### src/rtl/mips_pkg.sv
// Shared definitions for the EXE-stage multiply/divide controller:
// FSM state encoding, multiply/divide op codes and the EXE command decode.
package mips_pkg;

    typedef enum logic [1:0] {
        IDLE = 2'd0,
        RUN  = 2'd1,
        FIX  = 2'd2,
        DONE = 2'd3
    } md_state_t;

    localparam logic OP_MUL = 1'b0;
    localparam logic OP_DIV = 1'b1;

    typedef enum logic [2:0] {
        EXE_NONE  = 3'd0,
        EXE_MULT  = 3'd1,
        EXE_MULTU = 3'd2,
        EXE_DIV   = 3'd3,
        EXE_DIVU  = 3'd4
    } exe_cmd_t;

    typedef struct packed {
        logic start;
        logic op;
        logic sgn;
    } md_ctrl_t;

    // Map an EXE command to the controller's start/op/sgn inputs.
    function automatic md_ctrl_t decode_exe_cmd(input exe_cmd_t cmd);
        md_ctrl_t ctrl;
        ctrl = '{start: 1'b0, op: OP_MUL, sgn: 1'b0};
        case (cmd)
            EXE_MULT:  ctrl = '{start: 1'b1, op: OP_MUL, sgn: 1'b1};
            EXE_MULTU: ctrl = '{start: 1'b1, op: OP_MUL, sgn: 1'b0};
            EXE_DIV:   ctrl = '{start: 1'b1, op: OP_DIV, sgn: 1'b1};
            EXE_DIVU:  ctrl = '{start: 1'b1, op: OP_DIV, sgn: 1'b0};
            default:   ctrl = '{start: 1'b0, op: OP_MUL, sgn: 1'b0};
        endcase
        return ctrl;
    endfunction

endpackage

### src/rtl/muldiv_exe_ctrl_if.sv
// EXE-stage <-> multiply/divide controller bus. The pipeline side is the
// master (request, operands, flush); the controller is the slave.
interface muldiv_exe_ctrl_if #(parameter int WIDTH = 32);
    logic             start;
    logic             op;
    logic             sgn;
    logic [WIDTH-1:0] val1;
    logic [WIDTH-1:0] val2;
    logic             flush;
    logic             stall;
    logic             done;
    logic             div_zero;
    logic [WIDTH-1:0] hi;
    logic [WIDTH-1:0] lo;

    modport master (
        output start, op, sgn, val1, val2, flush,
        input  stall, done, div_zero, hi, lo
    );

    modport slave (
        input  start, op, sgn, val1, val2, flush,
        output stall, done, div_zero, hi, lo
    );
endinterface

### src/rtl/muldiv_iter_core.sv
// Radix-2 iteration datapath: shift-add multiply and restoring divide on
// unsigned magnitudes. Holds the 2W accumulator (product, or
// remainder:quotient) and the addend/divisor operand.
module muldiv_iter_core
    import mips_pkg::*;
#(
    parameter int WIDTH = 32
) (
    input  logic               clk,
    input  logic               load,
    input  logic               step,
    input  logic               op,
    input  logic [WIDTH-1:0]   opa,
    input  logic [WIDTH-1:0]   opb,
    output logic [2*WIDTH-1:0] acc
);

    logic [2*WIDTH-1:0] acc_reg, acc_next;
    logic [WIDTH-1:0]   addend_reg, addend_next;
    logic [WIDTH:0]     sum;
    logic [WIDTH:0]     rem_shift;
    logic [WIDTH-1:0]   diff;
    logic               fits;

    // Next accumulator: load operands, or perform one multiply/divide iteration.
    always_comb begin
        acc_next    = acc_reg;
        addend_next = addend_reg;
        // Multiply: the carry out of the upper-half add is shifted back in.
        sum         = {1'b0, acc_reg[2*WIDTH-1:WIDTH]} +
                      (acc_reg[0] ? {1'b0, addend_reg} : '0);
        // Divide: remainder shifted left with the next dividend bit; it can
        // transiently need W+1 bits before the trial subtract.
        rem_shift   = acc_reg[2*WIDTH-1:WIDTH-1];
        fits        = (rem_shift >= {1'b0, addend_reg});
        // Only used when the subtract fits, so the result is below 2^W.
        diff        = rem_shift[WIDTH-1:0] - addend_reg;
        if (load) begin
            // Multiply keeps the multiplier in the low half and adds the
            // multiplicand; divide keeps the dividend and subtracts the divisor.
            if (op == OP_DIV) begin
                acc_next    = {{WIDTH{1'b0}}, opa};
                addend_next = opb;
            end else begin
                acc_next    = {{WIDTH{1'b0}}, opb};
                addend_next = opa;
            end
        end else if (step) begin
            if (op == OP_DIV) begin
                if (fits) begin
                    acc_next = {diff, acc_reg[WIDTH-2:0], 1'b1};
                end else begin
                    acc_next = {rem_shift[WIDTH-1:0], acc_reg[WIDTH-2:0], 1'b0};
                end
            end else begin
                acc_next = {sum, acc_reg[WIDTH-1:1]};
            end
        end
    end

    // Pure datapath state: always written by load before it is meaningful.
    always_ff @(posedge clk) begin
        acc_reg    <= acc_next;
        addend_reg <= addend_next;
    end

    assign acc = acc_reg;

endmodule

### src/rtl/muldiv_exe_ctrl.sv
// Iterative multiply/divide controller beside the EXE ALU. Accepts one
// request, stalls the pipeline for WIDTH iterations plus a sign-fixup
// cycle, then commits HI/LO and pulses done. flush aborts without commit.
module muldiv_exe_ctrl
    import mips_pkg::*;
#(
    parameter int WIDTH = 32
) (
    input  logic            clk,
    input  logic            rst,
    muldiv_exe_ctrl_if.slave bus
);

    localparam int CNT_W = $clog2(WIDTH);

    md_state_t          state_reg;
    logic [CNT_W-1:0]   cnt_reg;
    logic               op_reg;
    logic               neg_quo_reg;
    logic               neg_rem_reg;
    logic               div_zero_reg;
    logic               done_reg;
    logic [WIDTH-1:0]   hi_reg, lo_reg;
    logic [WIDTH-1:0]   hi_next, lo_next;

    logic               neg_a, neg_b;
    logic [WIDTH-1:0]   mag_a, mag_b;
    logic               accept;
    logic               core_step;
    logic               core_op;
    logic [2*WIDTH-1:0] acc;
    logic [2*WIDTH-1:0] prod;

    // Operand magnitudes and the accept/step strobes for the datapath.
    always_comb begin
        neg_a     = bus.sgn & bus.val1[WIDTH-1];
        neg_b     = bus.sgn & bus.val2[WIDTH-1];
        mag_a     = neg_a ? -bus.val1 : bus.val1;
        mag_b     = neg_b ? -bus.val2 : bus.val2;
        accept    = (state_reg == IDLE) && bus.start && !bus.flush && !rst;
        core_step = (state_reg == RUN) && !bus.flush;
        // The live op is only needed on the load cycle; afterwards the latched one.
        core_op   = (state_reg == IDLE) ? bus.op : op_reg;
    end

    muldiv_iter_core #(.WIDTH(WIDTH)) u_core (
        .clk  (clk),
        .load (accept),
        .step (core_step),
        .op   (core_op),
        .opa  (mag_a),
        .opb  (mag_b),
        .acc  (acc)
    );

    // Sign fixup of the unsigned result into the HI/LO values committed in FIX.
    always_comb begin
        prod    = neg_quo_reg ? -acc : acc;
        hi_next = prod[2*WIDTH-1:WIDTH];
        lo_next = prod[WIDTH-1:0];
        if (op_reg == OP_DIV) begin
            // With a zero divisor every trial subtract succeeds, so the
            // remainder is the dividend magnitude; re-signing it restores
            // the raw dividend. Only the quotient needs forcing.
            hi_next = neg_rem_reg ? -acc[2*WIDTH-1:WIDTH] : acc[2*WIDTH-1:WIDTH];
            if (div_zero_reg) begin
                lo_next = '1;
            end else begin
                lo_next = neg_quo_reg ? -acc[WIDTH-1:0] : acc[WIDTH-1:0];
            end
        end
    end

    // Controller FSM: IDLE -> RUN (WIDTH cycles) -> FIX -> DONE -> IDLE.
    always_ff @(posedge clk) begin
        if (rst) begin
            state_reg    <= IDLE;
            cnt_reg      <= '0;
            op_reg       <= OP_MUL;
            neg_quo_reg  <= 1'b0;
            neg_rem_reg  <= 1'b0;
            div_zero_reg <= 1'b0;
            done_reg     <= 1'b0;
            hi_reg       <= '0;
            lo_reg       <= '0;
        end else begin
            done_reg <= 1'b0;
            if (bus.flush) begin
                state_reg <= IDLE;
                cnt_reg   <= '0;
            end else begin
                case (state_reg)
                    IDLE: begin
                        if (bus.start) begin
                            state_reg    <= RUN;
                            cnt_reg      <= '0;
                            op_reg       <= bus.op;
                            neg_quo_reg  <= neg_a ^ neg_b;
                            neg_rem_reg  <= neg_a;
                            div_zero_reg <= (bus.op == OP_DIV) && (bus.val2 == '0);
                        end
                    end
                    RUN: begin
                        cnt_reg <= cnt_reg + 1'b1;
                        if (cnt_reg == CNT_W'(WIDTH - 1)) begin
                            state_reg <= FIX;
                        end
                    end
                    FIX: begin
                        hi_reg    <= hi_next;
                        lo_reg    <= lo_next;
                        done_reg  <= 1'b1;
                        state_reg <= DONE;
                    end
                    DONE: begin
                        // The finished instruction is still in EXE: ignore start.
                        state_reg <= IDLE;
                    end
                    default: state_reg <= IDLE;
                endcase
            end
        end
    end

    assign bus.stall    = accept ||
                          (((state_reg == RUN) || (state_reg == FIX)) && !bus.flush && !rst);
    assign bus.done     = done_reg;
    assign bus.div_zero = div_zero_reg;
    assign bus.hi       = hi_reg;
    assign bus.lo       = lo_reg;

endmodule

### src/flat_wrapper.sv
// flat-port wrapper written by rule: the top's interface ports become plain ports
module muldiv_exe_ctrl_flat import mips_pkg::*;
#(
    parameter int WIDTH = 32
)
  (clk, rst, bus_start, bus_op, bus_sgn, bus_val1, bus_val2, bus_flush, bus_stall, bus_done, bus_div_zero, bus_hi, bus_lo);
  muldiv_exe_ctrl_if #(.WIDTH(WIDTH)) bus_i ();
  input  logic clk;
  input  logic rst;
  input wire logic [$bits(bus_i.start)-1:0] bus_start;
  input wire logic [$bits(bus_i.op)-1:0] bus_op;
  input wire logic [$bits(bus_i.sgn)-1:0] bus_sgn;
  input wire logic [$bits(bus_i.val1)-1:0] bus_val1;
  input wire logic [$bits(bus_i.val2)-1:0] bus_val2;
  input wire logic [$bits(bus_i.flush)-1:0] bus_flush;
  output wire logic [$bits(bus_i.stall)-1:0] bus_stall;
  output wire logic [$bits(bus_i.done)-1:0] bus_done;
  output wire logic [$bits(bus_i.div_zero)-1:0] bus_div_zero;
  output wire logic [$bits(bus_i.hi)-1:0] bus_hi;
  output wire logic [$bits(bus_i.lo)-1:0] bus_lo;
  assign bus_i.start = bus_start;
  assign bus_i.op = bus_op;
  assign bus_i.sgn = bus_sgn;
  assign bus_i.val1 = bus_val1;
  assign bus_i.val2 = bus_val2;
  assign bus_i.flush = bus_flush;
  assign bus_stall = bus_i.stall;
  assign bus_done = bus_i.done;
  assign bus_div_zero = bus_i.div_zero;
  assign bus_hi = bus_i.hi;
  assign bus_lo = bus_i.lo;
  muldiv_exe_ctrl #(.WIDTH(WIDTH)) u_core (.clk(clk), .rst(rst), .bus(bus_i));
endmodule
### config.mk
export PLATFORM = sky130hd
export DESIGN_NAME = muldiv_exe_ctrl_flat
export DESIGN_NICKNAME = d
export VERILOG_FILES = /design/src/rtl/mips_pkg.sv /design/src/rtl/muldiv_exe_ctrl_if.sv /design/src/rtl/muldiv_iter_core.sv /design/src/rtl/muldiv_exe_ctrl.sv /design/src/flat_wrapper.sv
export SDC_FILE = /design/constraint.sdc
export NUM_CORES = 1
export LEC_CHECK = 0
export ABC_AREA = 1
export BUFFER_PORTS_ARGS = -buffer_cell sky130_fd_sc_hd__buf_2
export CAP_MARGIN = 20
export CELL_PAD_IN_SITES_DETAIL_PLACEMENT = 1
export CELL_PAD_IN_SITES_GLOBAL_PLACEMENT = 2
export CORE_MARGIN = 2
export CORE_UTILIZATION = 25
export CTS_CLUSTER_SIZE = 40
export DETAILED_ROUTE_END_ITERATION = 6
export GPL_ROUTABILITY_DRIVEN = 0
export PLACE_DENSITY_LB_ADDON = 0.1
export SLEW_MARGIN = 20
export SYNTH_ARGS = -nofsm -noshare
export SYNTH_HDL_FRONTEND = slang
export SYNTH_SLANG_ARGS = --single-unit
### constraint.sdc
create_clock -name clk -period 12.93 [get_ports clk]
set_input_delay 2.586 -clock clk [delete_from_list [all_inputs] [get_ports clk]]
set_output_delay 2.586 -clock clk [all_outputs]
set_load 0.005 [all_outputs]
==> summary.txt, run 1 <==
Yosys
  • Number of flops mapped to enable cells by yosys: 96
  • Top cells by instance count after synthesis: sky130_fd_sc_hd__nand2_1 (856), sky130_fd_sc_hd__inv_1 (446), sky130_fd_sc_hd__nor2_1 (316), sky130_fd_sc_hd__nand3_1 (250), sky130_fd_sc_hd__o21ai_0 (191)
  • Syn_nets: around 3100
  • Most area-hungry cell type in the Yosys netlist: sky130_fd_sc_hd__nand2_1
  • Mapped Area: approximately 17000 um^2
  • Number of different library cells in the post-synthesis netlist: between 40 and 50
  • Flip-flop cell with the highest count after synthesis: sky130_fd_sc_hd__edfxtp_1
  • Cell types with the largest area share after synthesis: sky130_fd_sc_hd__nand2_1 (19%), sky130_fd_sc_hd__edfxtp_1 (17%), sky130_fd_sc_hd__inv_1 (9.7%), sky130_fd_sc_hd__dfxtp_1 (8.8%), sky130_fd_sc_hd__nand3_1 (7.2%)
  • Portion of synthesized cell area occupied by the leading cell type: a little under a fifth
  • Share of synthesized registers carrying an async set or reset: 0%
  • Most common cell in the netlist: sky130_fd_sc_hd__nand2_1
  • Syn Inst Count: ~2900
  • Avg Inst Size Synth: 5.951 um^2
  • Flop and latch count out of synthesis: 172
  • Sequential element share of the synthesized area: approximately 25%
  • Number of warning messages in the yosys log: 0

Clocking
  • CTS H-tree lvls: 4
  • Post-CTS Repair Setup Buffers: 0
  • CTS tree: built
  • Number of clock buffers inserted by TritonCTS: 17
  • Worst-Skew Late Latency: roughly 500 ps
  • Number of clock sinks: between 150 and 200
  • Resized Gates After CTS: 0
  • Register clock-pin slew on the reported worst setup and hold paths: 80 ps
  • Clk Tree Root Cell: sky130_fd_sc_hd__clkbuf_16
  • Largest buffer count on any clock path: 2
  • Hold buffer count at CTS: 0

Floorplanning
  • Initial Utilization: roughly a quarter
  • Floorplan die area: around 71000 um^2
  • Horizontal extent of the die: 267.0 um
  • Standard-cell rows: 96
  • Number of ports placed on the die boundary: between 100 and 150
  • Standard cell core area: 68470 um^2
  • Floorplan die height: between 200 and 300 um

Outcome
  • Result of the run: completed

Critical path
  • CP required: 10340 ps
  • Kind of capture point of the worst setup path: primary output
  • WS Path Type: input port to primary output
  • Buffering stage count on the worst path with inverters included: 5
  • Signal arrival time at the worst endpoint: 4290 ps
  • Slowest library cell on the worst path: sky130_fd_sc_hd__buf_4
  • CP Cell Sequence: buf_2, nor2_1, inv_1, nor2_4, clkinv_1, buf_4, nand2_1, buf_2
  • Setup crit start kind: input port
  • Maximum net fanout on the critical path: between 40 and 50
  • Kind of cell adding the most delay to the critical path: buffers and inverters
  • Crit path top cell by count: sky130_fd_sc_hd__buf_2
  • Setup slack of the most critical reg-to-reg path: 8580 ps
  • Peak per-stage delay on the critical path: about 320 ps

Placement
  • Cell area after placement: approximately 19000 um^2
  • Count of buffers inserted at the top-level ports: roughly 140
  • Total placed cells including tap cells: slightly below 4000
  • Pre-CTS WS: roughly 6000 ps
  • Total half-perimeter wirelength after legalization and detailed placement: just under 70 mm

Finish
  • Number of nets in the finished design: 3134
  • Flip-flop count of the largest register, all copies and words added: 64
  • Fill cell total of the finished layout: roughly 9000
  • Cell Count, Final, Fillers Out: just under 4000
  • Share of cells above drive strength 1: just over 8%
  • Final design instance area without fill: approximately 19000 um^2
  • Diodes inserted: 0
  • Fraction of the core area covered by cells at the end of the flow: between 20% and 30%
  • Storage element area: approximately 4400 um^2
  • Post-synthesis to final-layout area growth: 12.54%
  • Combined area of the multi-input logic cells: about 11000 um^2

Pwr
  • Power Dens Cells: about 100 nW/um^2
  • Reported leakage power: roughly 9.6 nW
  • VDD IR max: 0.09855 mV

Routing
  • Number of antenna-violating nets in the routed design: 0
  • Detailed-router iteration count before antenna repair: 5
  • Number of violations reported at the end of detailed-routing iteration 0: about 1100
  • Routed wire per std cell: around 21 um
  • Total wire length: 81.93 mm
  • Vias per Instance: 4.899
  • Vias: about 19000
  • DRC errors left: 0

Timing
  • Post-Route Skew: approximately 22 ps
  • Maximum clock frequency: around 150 MHz
  • Number of slew-limit violations in the final report: 0
  • Final-layout setup total negative slack: 0 ps
  • Final count of negative-setup-slack endpoints: 0
  • Actual slew at the worst max-slew pin: 990.3 ps
  • Max_slew headroom: about a third
  • Final Critical Period: between 6000 and 7000 ps
  • Unrepaired setup endpoints after global routing: no
  • Post-route fraction of the period consumed by the critical path: 53.18%
  • Final Worst Setup Slack: around 6100 ps
  • Final count of hold timing violations: 0

GRT
  • Global router's overall resource usage: a little under a quarter
  • Largest net degree at the start of global routing: 82
  • Number of global-route vias before repair: 19280
  • Total congestion overflow after global routing: 0
  • Global-route wire length before repair: 121.3 mm
  • Antenna violations before repair: 0

Hold path
  • Tightest Hold Check Type: flip-flop to flip-flop

Job
  • Count of maximum capacitance violations: 0
## power breakdown
group	switching (mW)	internal (mW)
clock network	0.292	0.265
registers	0.0575	0.631
logic	0.524	0.224
total	0.873	1.12
## through the flow
step / hold WS (ps) / power (mW)
floorplan: 444.0 / 1.169
global placement: 460.8 / 1.442
detailed placement: 465.1 / 1.452
CTS: 479.4 / 2.017
global route: 509.0 / 2.125
finish: 474.3 / 1.993
## worst register-to-register path: stages (launching register included)
cell and delay [ps]:
sky130_fd_sc_hd__dfxtp_1 930, sky130_fd_sc_hd__inv_1 550, sky130_fd_sc_hd__nand2_1 260, sky130_fd_sc_hd__nand2_4 410, sky130_fd_sc_hd__inv_4 740, sky130_fd_sc_hd__buf_4 770
sky130_fd_sc_hd__o21ai_0 220, sky130_fd_sc_hd__a21oi_1 160, sky130_fd_sc_hd__a21oi_1 60
## routing by layer
layer / part of all wire (%) / wire, um / vias to the layer above / global-route usage (%)
met5: 0 / 0 / - / 0
met4: 2.9 / 2405 / 0 / 7.577
met3: 3.6 / 2934 / 81 / 2.934
met2: 47 / 38570 / 350 / 38.51
met1: 46 / 38010 / 9105 / 30.54
li1: - / - / 9492 / -
## worst paths after layout
check,start,end,depth (start not counted)
worst max register to register,u_core.op_reg,u_core.u_core.acc[8],8
worst min register to register,u_core.cnt_reg[4],u_core.cnt_reg[4],2
worst max-delay path,rst,bus_stall,8
worst min-delay path,u_core.cnt_reg[4],u_core.cnt_reg[4],2
## cell usage in the layout (no fill, tap or decap), drive strengths merged, types with 17 or more instances in the layout
cell / netlist / layout
a31oi: 21 / 21
nor2: 327 / 327
a21oi: 173 / 173
buf: 37 / 151
inv: 467 / 473
dfxtp: 76 / 76
clkbuf: 49 / 17
nand2: 866 / 866
o21ai: 200 / 200
nand4: 46 / 46
ha: 73 / 73
o21bai: 19 / 19
edfxtp: 96 / 96
nand3: 252 / 252
xor2: 89 / 89
nor3: 37 / 37
## cell type report
class	count	share of cell area, %
multi-input cells	2178	55.37
flip-flops and latches	172	22.64
inverters	469	9.062
well taps	882	5.673
repair buffers	151	4.078
clock buffers	17	2.187
clock inverters	15	0.9905
## cells by family (layout without fill, tap and decap cells)
family / after synthesis / in the layout / synth area share, %
buf+inv: 555 / 652 / 12.39
fa+ha+maj: 75 / 75 / 5.515
compound gates: 454 / 454 / 14.33
xor+xnor: 99 / 99 / 5.016
mux: 1 / 1 / 0.05791
simple gates: 1549 / 1549 / 37.21
flops: 172 / 172 / 25.48
Note: power is estimated with default switching activity, not from simulation.
==> run 2: changes to the inputs <==
- clock period: 12.93 -> 6.9 ns (I/O delays scaled with it)
==> summary.txt, run 2 (same netlist as run 1, synthesis figures left out) <==
Critical path
  • Peak per-stage delay on the critical path: 960 ps (+640 ps)
  • Setup crit start kind: flip-flop
  • Kind of cell adding the most delay to the critical path: buffers and inverters
  • Kind of capture point of the worst setup path: flip-flop
  • Slowest library cell on the worst path: sky130_fd_sc_hd__dfxtp_1
  • CP required: 7040 ps (-3300 ps)
  • Maximum net fanout on the critical path: 73 (+55%)
  • WS Path Type: flip-flop to flip-flop
  • Buffering stage count on the worst path with inverters included: 3 (-2)
  • CP Cell Sequence: inv_1, nand2_1, nand2_4, inv_4, buf_4, o21ai_0
  • Signal arrival time at the worst endpoint: 4650 ps (+360 ps)

Routing
  • Number of violations reported at the end of detailed-routing iteration 0: 1231 (+17%)
  • Detailed-router iteration count before antenna repair: 5 (unchanged)
  • Routed wire per std cell: 22.10 um (+4.8%)
  • Number of antenna-violating nets in the routed design: 0 (unchanged)
  • Vias: 19130 (+0.53%)
  • Vias per Instance: 4.925 (+0.53%)
  • DRC errors left: 0 (unchanged)
  • Total wire length: 85.82 mm (+4.8%)

Clocking
  • Register clock-pin slew on the reported worst setup and hold paths: 80 ps (about the same)
  • CTS H-tree lvls: 4 (unchanged)
  • Clk Tree Root Cell: sky130_fd_sc_hd__clkbuf_16
  • CTS tree: built
  • Resized Gates After CTS: 0 (unchanged)
  • Worst-Skew Late Latency: 510 ps (about the same)
  • Post-CTS Repair Setup Buffers: 0 (unchanged)
  • Largest buffer count on any clock path: 2 (unchanged)
  • Number of clock sinks: 172 (unchanged)
  • Number of clock buffers inserted by TritonCTS: 17 (unchanged)
  • Hold buffer count at CTS: 0 (unchanged)

Pwr
  • Reported leakage power: 9.614 nW (about the same)
  • Power, Total: 3.854 mW (+93%)
  • Switching Power: 1.715 mW (+96%)
  • Clock group share of total power: 28.8% (+0.9 points)
  • Switching power share of the total: 44.51% (+0.72 points)
  • Fraction of power consumed by combinational cells: 38.2% (+0.7 points)
  • Flop pwr share: 33.0% (-1.6 points)
  • Power Dens Cells: 197.9 nW/um^2 (+93%)
  • VDD IR max: 0.1925 mV (+95%)
  • Internal portion of total power: 2.138 mW (+91%)

GRT
  • Global router's overall resource usage: 24.15% (+1.1 points)
  • Global-route wire length before repair: 126.4 mm (+4.3%)
  • Number of global-route vias before repair: 19540 (+1.4%)
  • Largest net degree at the start of global routing: 87 (+6.1%)
  • Antenna violations before repair: 4 (+4)
  • Total congestion overflow after global routing: 0 (unchanged)

Timing
  • Worst hold slack across all endpoints: 484.5 ps (+10.15 ps)
  • Final Critical Period: approximately 4500 ps
  • Post-Route Skew: 16.15 ps (-6.124 ps)
  • Final count of negative-setup-slack endpoints: 0 (unchanged)
  • Maximum clock frequency: 221.5 MHz
  • Number of slew-limit violations in the final report: 0 (unchanged)
  • Final count of hold timing violations: 0 (unchanged)
  • Final Worst Setup Slack: 2386 ps (-3667 ps)
  • Max_slew headroom: 26.56% (-7.4 points)
  • Final-layout setup total negative slack: 0 ps (unchanged)
  • Actual slew at the worst max-slew pin: 1102 ps (+111.3 ps)
  • Post-route fraction of the period consumed by the critical path: 65.42%
  • Unrepaired setup endpoints after global routing: no

Finish
  • Final design instance area without fill: 19470 um^2 (about the same)
  • Share of cells above drive strength 1: 8.131% (-0.031 points)
  • Combined area of the multi-input logic cells: 10770 um^2 (unchanged)
  • Most frequent cells in the layout: sky130_fd_sc_hd__nand2_1 (856), sky130_fd_sc_hd__inv_1 (444), sky130_fd_sc_hd__nor2_1 (314)
  • Fill cell total of the finished layout: 8950 (-0.30%)
  • Number of nets in the finished design: 3133 (-0.032%)
  • Most common cell after layout, fill and taps aside: sky130_fd_sc_hd__nand2_1
  • Post-synthesis to final-layout area growth: 12.63% (about the same)
  • Flip-flop count of the largest register, all copies and words added: 64 (unchanged)
  • Fraction of the core area covered by cells at the end of the flow: 28.44% (about the same)
  • Cell Count, Final, Fillers Out: 3884 (unchanged)
  • Storage element area: 4404 um^2 (unchanged)

Floorplanning
  • Floorplan die height: 267.0 um (unchanged)
  • Number of ports placed on the die boundary: 137 (unchanged)
  • Floorplan die area: 71270 um^2 (unchanged)
  • Initial Utilization: 25.25% (unchanged)
  • Standard cell core area: 68470 um^2 (unchanged)
  • Horizontal extent of the die: 267.0 um (unchanged)
  • Standard-cell rows: 96 (unchanged)

Placement
  • Cell area after placement: 18830 um^2 (about the same)
  • Pre-CTS WS: 2411 ps (-3611 ps)
  • Total placed cells including tap cells: 3851 (-0.026%)
  • Total half-perimeter wirelength after legalization and detailed placement: 71.13 mm (+4.7%)
  • Count of buffers inserted at the top-level ports: 136 (unchanged)

Job
  • Count of maximum capacitance violations: 0 (unchanged)

Hold path
  • Tightest Hold Check Type: flip-flop to flip-flop

Outcome
  • Result of the run: completed
[run 2: changes by cell type in the layout (fill, tap and decap cells not counted), sizes merged]
cell / change
bufinv: +1
inv: +2
diode: +1
clkinv: -3
buf: -1
[run 2: worst register-to-register path: stages (launching register included)]
cell and delay [ps]:
sky130_fd_sc_hd__dfxtp_1 960, sky130_fd_sc_hd__inv_1 540, sky130_fd_sc_hd__nand2_1 250, sky130_fd_sc_hd__nand2_4 370
sky130_fd_sc_hd__inv_4 780, sky130_fd_sc_hd__buf_4 710, sky130_fd_sc_hd__o21ai_0 520
[run 2: cell type report]
cell class / count / share of cell area (%)
well taps: 882 / 5.668
clock buffers: 17 / 2.185
flip-flops and latches: 172 / 22.62
diodes: 1 / 0.01285
repair buffers: 150 / 4.055
multi-input cells: 2178 / 55.32
clock inverters: 15 / 1.080
inverters: 469 / 9.055
[run 2: power by group through the flow]
| stage | Combinational [mW] | Sequential, mW | Clock (mW) |
|---|---|---|---|
| after CTS | 1.48 | 1.27 | 1.14 |
| final | 1.47 | 1.27 | 1.11 |
| after floorplan | 0.939 | 1.25 | 0 |
| after global routing | 1.64 | 1.28 | 1.16 |
| after detailed placement | 1.47 | 1.30 | 0 |
| after global placement | 1.47 | 1.29 | 0 |
[run 2: final timing paths]
check / from / end / slack [ps] / depth (start not counted)
max: u_core.op_reg / u_core.u_core.addend_reg[18] / 2390 / 6
min: u_core.cnt_reg[4] / u_core.cnt_reg[4] / 480 / 2
max reg2reg: u_core.op_reg / u_core.u_core.addend_reg[18] / 2390 / 6
min reg2reg: u_core.cnt_reg[4] / u_core.cnt_reg[4] / 480 / 2
[run 2: layer usage]
metal	wire, um	share of wire [%]	GRT usage [%]
met5	0	0	0
met4	2716	3.2	8.351
met3	2379	2.8	2.316
met2	40920	48	41.01
met1	39800	46	31.85
==> run 3: changes to the inputs <==
- clock period: 6.9 -> 4.54 ns (I/O delays scaled with it)
==> summary.txt, run 3 (same netlist as run 1, synthesis figures left out) <==
Outcome
  • Result of the run: completed

Pwr
  • Power, Total: 5.895 mW (+53%)
  • Power Dens Cells: 299.8 nW/um^2 (+51%)
  • VDD IR max: 0.2990 mV (+55%)
  • Reported leakage power: 9.722 nW (+1.1%)

Critical path
  • Peak per-stage delay on the critical path: 680 ps (-280 ps)
  • Reg2reg end: u_core.u_core.acc[36]
  • Reg2reg start: u_core.u_core.acc[0]
  • Signal arrival time at the worst endpoint: 3800 ps (-850 ps)
  • CP required: 4800 ps (-2240 ps)
  • Kind of capture point of the worst setup path: flip-flop
  • Setup crit start kind: flip-flop
  • Maximum net fanout on the critical path: 30 (-59%)
  • WS Path Type: flip-flop to flip-flop
  • CP Cell Sequence: buf_4, nand2_1, inv_1, ha_1, a21oi_1, nor2_1, nor2_1, nand2_1, xor2_1, o21ai_0, o21bai_1, inv_1
  • Slowest library cell on the worst path: sky130_fd_sc_hd__edfxtp_1
  • Setup slack of the most critical reg-to-reg path: 1010 ps (-1380 ps)
  • Cell depth of the worst flop-to-flop path: 12 (+6)

Timing
  • Unrepaired setup endpoints after global routing: no
  • Final count of hold timing violations: 0 (unchanged)
  • Post-Route Skew: 17.54 ps (+1.385 ps)
  • Final-layout setup total negative slack: 0 ps (unchanged)
  • Number of slew-limit violations in the final report: 0 (unchanged)
  • Actual slew at the worst max-slew pin: 1190 ps (+88.87 ps)
  • Maximum clock frequency: 283.1 MHz (+28%)
  • Final Worst Setup Slack: 1008 ps (-1379 ps)
  • Max_slew headroom: 19.91% (-6.7 points)
  • Final Critical Period: 3532 ps (-981.3 ps)
  • Final count of negative-setup-slack endpoints: 0 (unchanged)
  • Post-route fraction of the period consumed by the critical path: 77.80% (+12 points)

Clocking
  • Clk Tree Root Cell: sky130_fd_sc_hd__clkbuf_16
  • CTS tree: built
  • Number of clock buffers inserted by TritonCTS: 17 (unchanged)
  • Worst-Skew Late Latency: 500 ps (about the same)
  • Largest buffer count on any clock path: 2 (unchanged)
  • CTS H-tree lvls: 4 (unchanged)
  • Number of clock sinks: 172 (unchanged)
  • Post-CTS Repair Setup Buffers: 0 (unchanged)
  • Hold buffer count at CTS: 0 (unchanged)
  • Resized Gates After CTS: 0 (unchanged)
  • Register clock-pin slew on the reported worst setup and hold paths: 80 ps (about the same)

Finish
  • Flip-flop count of the largest register, all copies and words added: 64 (unchanged)
  • Diodes inserted: 0 (-1)
  • Number of nets in the finished design: 3148 (+0.48%)
  • Final design instance area without fill: 19670 um^2 (+1.0%)
  • Post-synthesis to final-layout area growth: 13.76%
  • Share of cells above drive strength 1: 8.588% (+0.46 points)
  • Most frequent cells in the layout: sky130_fd_sc_hd__nand2_1 (856), sky130_fd_sc_hd__inv_1 (446), sky130_fd_sc_hd__nor2_1 (314)
  • Most common cell after layout, fill and taps aside: sky130_fd_sc_hd__nand2_1
  • Fill cell total of the finished layout: 8897 (-0.59%)

GRT
  • Total congestion overflow after global routing: 0 (unchanged)
  • Largest net degree at the start of global routing: 109 (+25%)
  • Number of global-route vias before repair: 19460 (-0.42%)
  • Antenna violations before repair: 3 (-1)
  • Global router's overall resource usage: 24.25% (+0.099 points)
  • Global-route wire length before repair: 126.8 mm (+0.31%)

Placement
  • Count of buffers inserted at the top-level ports: 136 (unchanged)
  • Total half-perimeter wirelength after legalization and detailed placement: 71.81 mm (+0.96%)
  • Pre-CTS WS: 1085 ps (-1326 ps)
  • Cell area after placement: 19000 um^2 (+0.93%)

Routing
  • Detailed-router iteration count before antenna repair: 5 (unchanged)
  • Vias per Instance: 4.941 (+0.33%)
  • Met3 WL: 3.074 mm (+29%)
  • DRC errors left: 0 (unchanged)
  • Met1 wire length: 40.40 mm (+1.5%)
  • Number of antenna-violating nets in the routed design: 0 (unchanged)
  • Number of violations reported at the end of detailed-routing iteration 0: 1197 (-2.8%)
  • Detailed-routed wire length on met2: 40.65 mm (-0.66%)
  • Highest metal layer used by the detailed router: met5
  • Vias: 19260 (+0.69%)
  • Routed wire per std cell: 22.20 um (+0.48%)
  • Total wire length: 86.55 mm (+0.84%)

Hold path
  • Hold Path Stages: 2 (unchanged)
  • Worst Hold Launch: u_core.cnt_reg[4]
  • Hold Path End: u_core.cnt_reg[4]
  • Tightest Hold Check Type: flip-flop to flip-flop

Floorplanning
  • Floorplan die area: 71270 um^2 (unchanged)
  • Standard cell core area: 68470 um^2 (unchanged)
  • Standard-cell rows: 96 (unchanged)
  • Floorplan die height: 267.0 um (unchanged)
  • Initial Utilization: 25.25% (unchanged)
  • Horizontal extent of the die: 267.0 um (unchanged)
  • Number of ports placed on the die boundary: 137 (unchanged)

Job
  • Count of maximum capacitance violations: 0 (unchanged)
run 3: changes by cell type in the layout (fill, tap and decap cells not counted), moves of 2 or more:
cell / previous run / this run
sky130_fd_sc_hd__inv_1: 444 / 446
sky130_fd_sc_hd__buf_4: 13 / 24
sky130_fd_sc_hd__buf_12: 0 / 5
sky130_fd_sc_hd__inv_8: 5 / 3
sky130_fd_sc_hd__clkinv_1: 4 / 2
run 3: through the flow:
step | std cells | hold WS [ps] | utilization, %
global route | 3898 | 489.8 | 28.72
floorplan | 2905 | 444.0 | -
detailed placement | 3866 | 472.3 | 27.76
CTS | 3898 | 482.8 | 28.72
global placement | 3866 | 459.9 | 27.76
finish | 3898 | 477.5 | 28.72
run 3: routing by layer:
metal	track usage (%)	vias up
li1	-	9510
met2	40.58	335
met4	7.592	4
met5	0	-
met3	3.035	66
met1	32.32	9346
run 3: worst max path at each step:
stage,startpoint,to,slack [ps],cells after the start
after floorplan,rst,u_core.u_core.acc[0],210,8
after global placement,u_core.u_core.acc[0],u_core.u_core.acc[36],1040,12
after detailed placement,u_core.u_core.acc[0],u_core.u_core.acc[36],1090,12
after CTS,u_core.u_core.acc[0],u_core.u_core.acc[46],1080,15
after global routing,u_core.u_core.acc[0],u_core.u_core.acc[42],820,16
final,u_core.u_core.acc[0],u_core.u_core.acc[36],1010,12
run 3: cell type report:
class / count / area, um^2 / share of cell area [%]
clock buffer: 18 / 450.4 / 2.291
timing repair buffer: 165 / 960.9 / 4.886
clock inverter: 14 / 211.5 / 1.075
inverter: 469 / 1763 / 8.965
tap: 882 / 1104 / 5.612
sequential: 172 / 4404 / 22.40
multi-input combinational: 2178 / 10770 / 54.78
run 3: critical path: cells and delay by family (launching register included):
family | cells | cell delay, ps
simple gates | 4 | 500
compound gates | 3 | 1010
buf+inv | 3 | 620
flops | 1 | 680
fa+ha+maj | 1 | 290
xor+xnor | 1 | 190
run 3: where the power goes:
| part | switching (mW) | internal [mW] |
|---|---|---|
| sequential | 0.119 | 1.80 |
| combinational | 1.61 | 0.670 |
| clock | 0.848 | 0.848 |
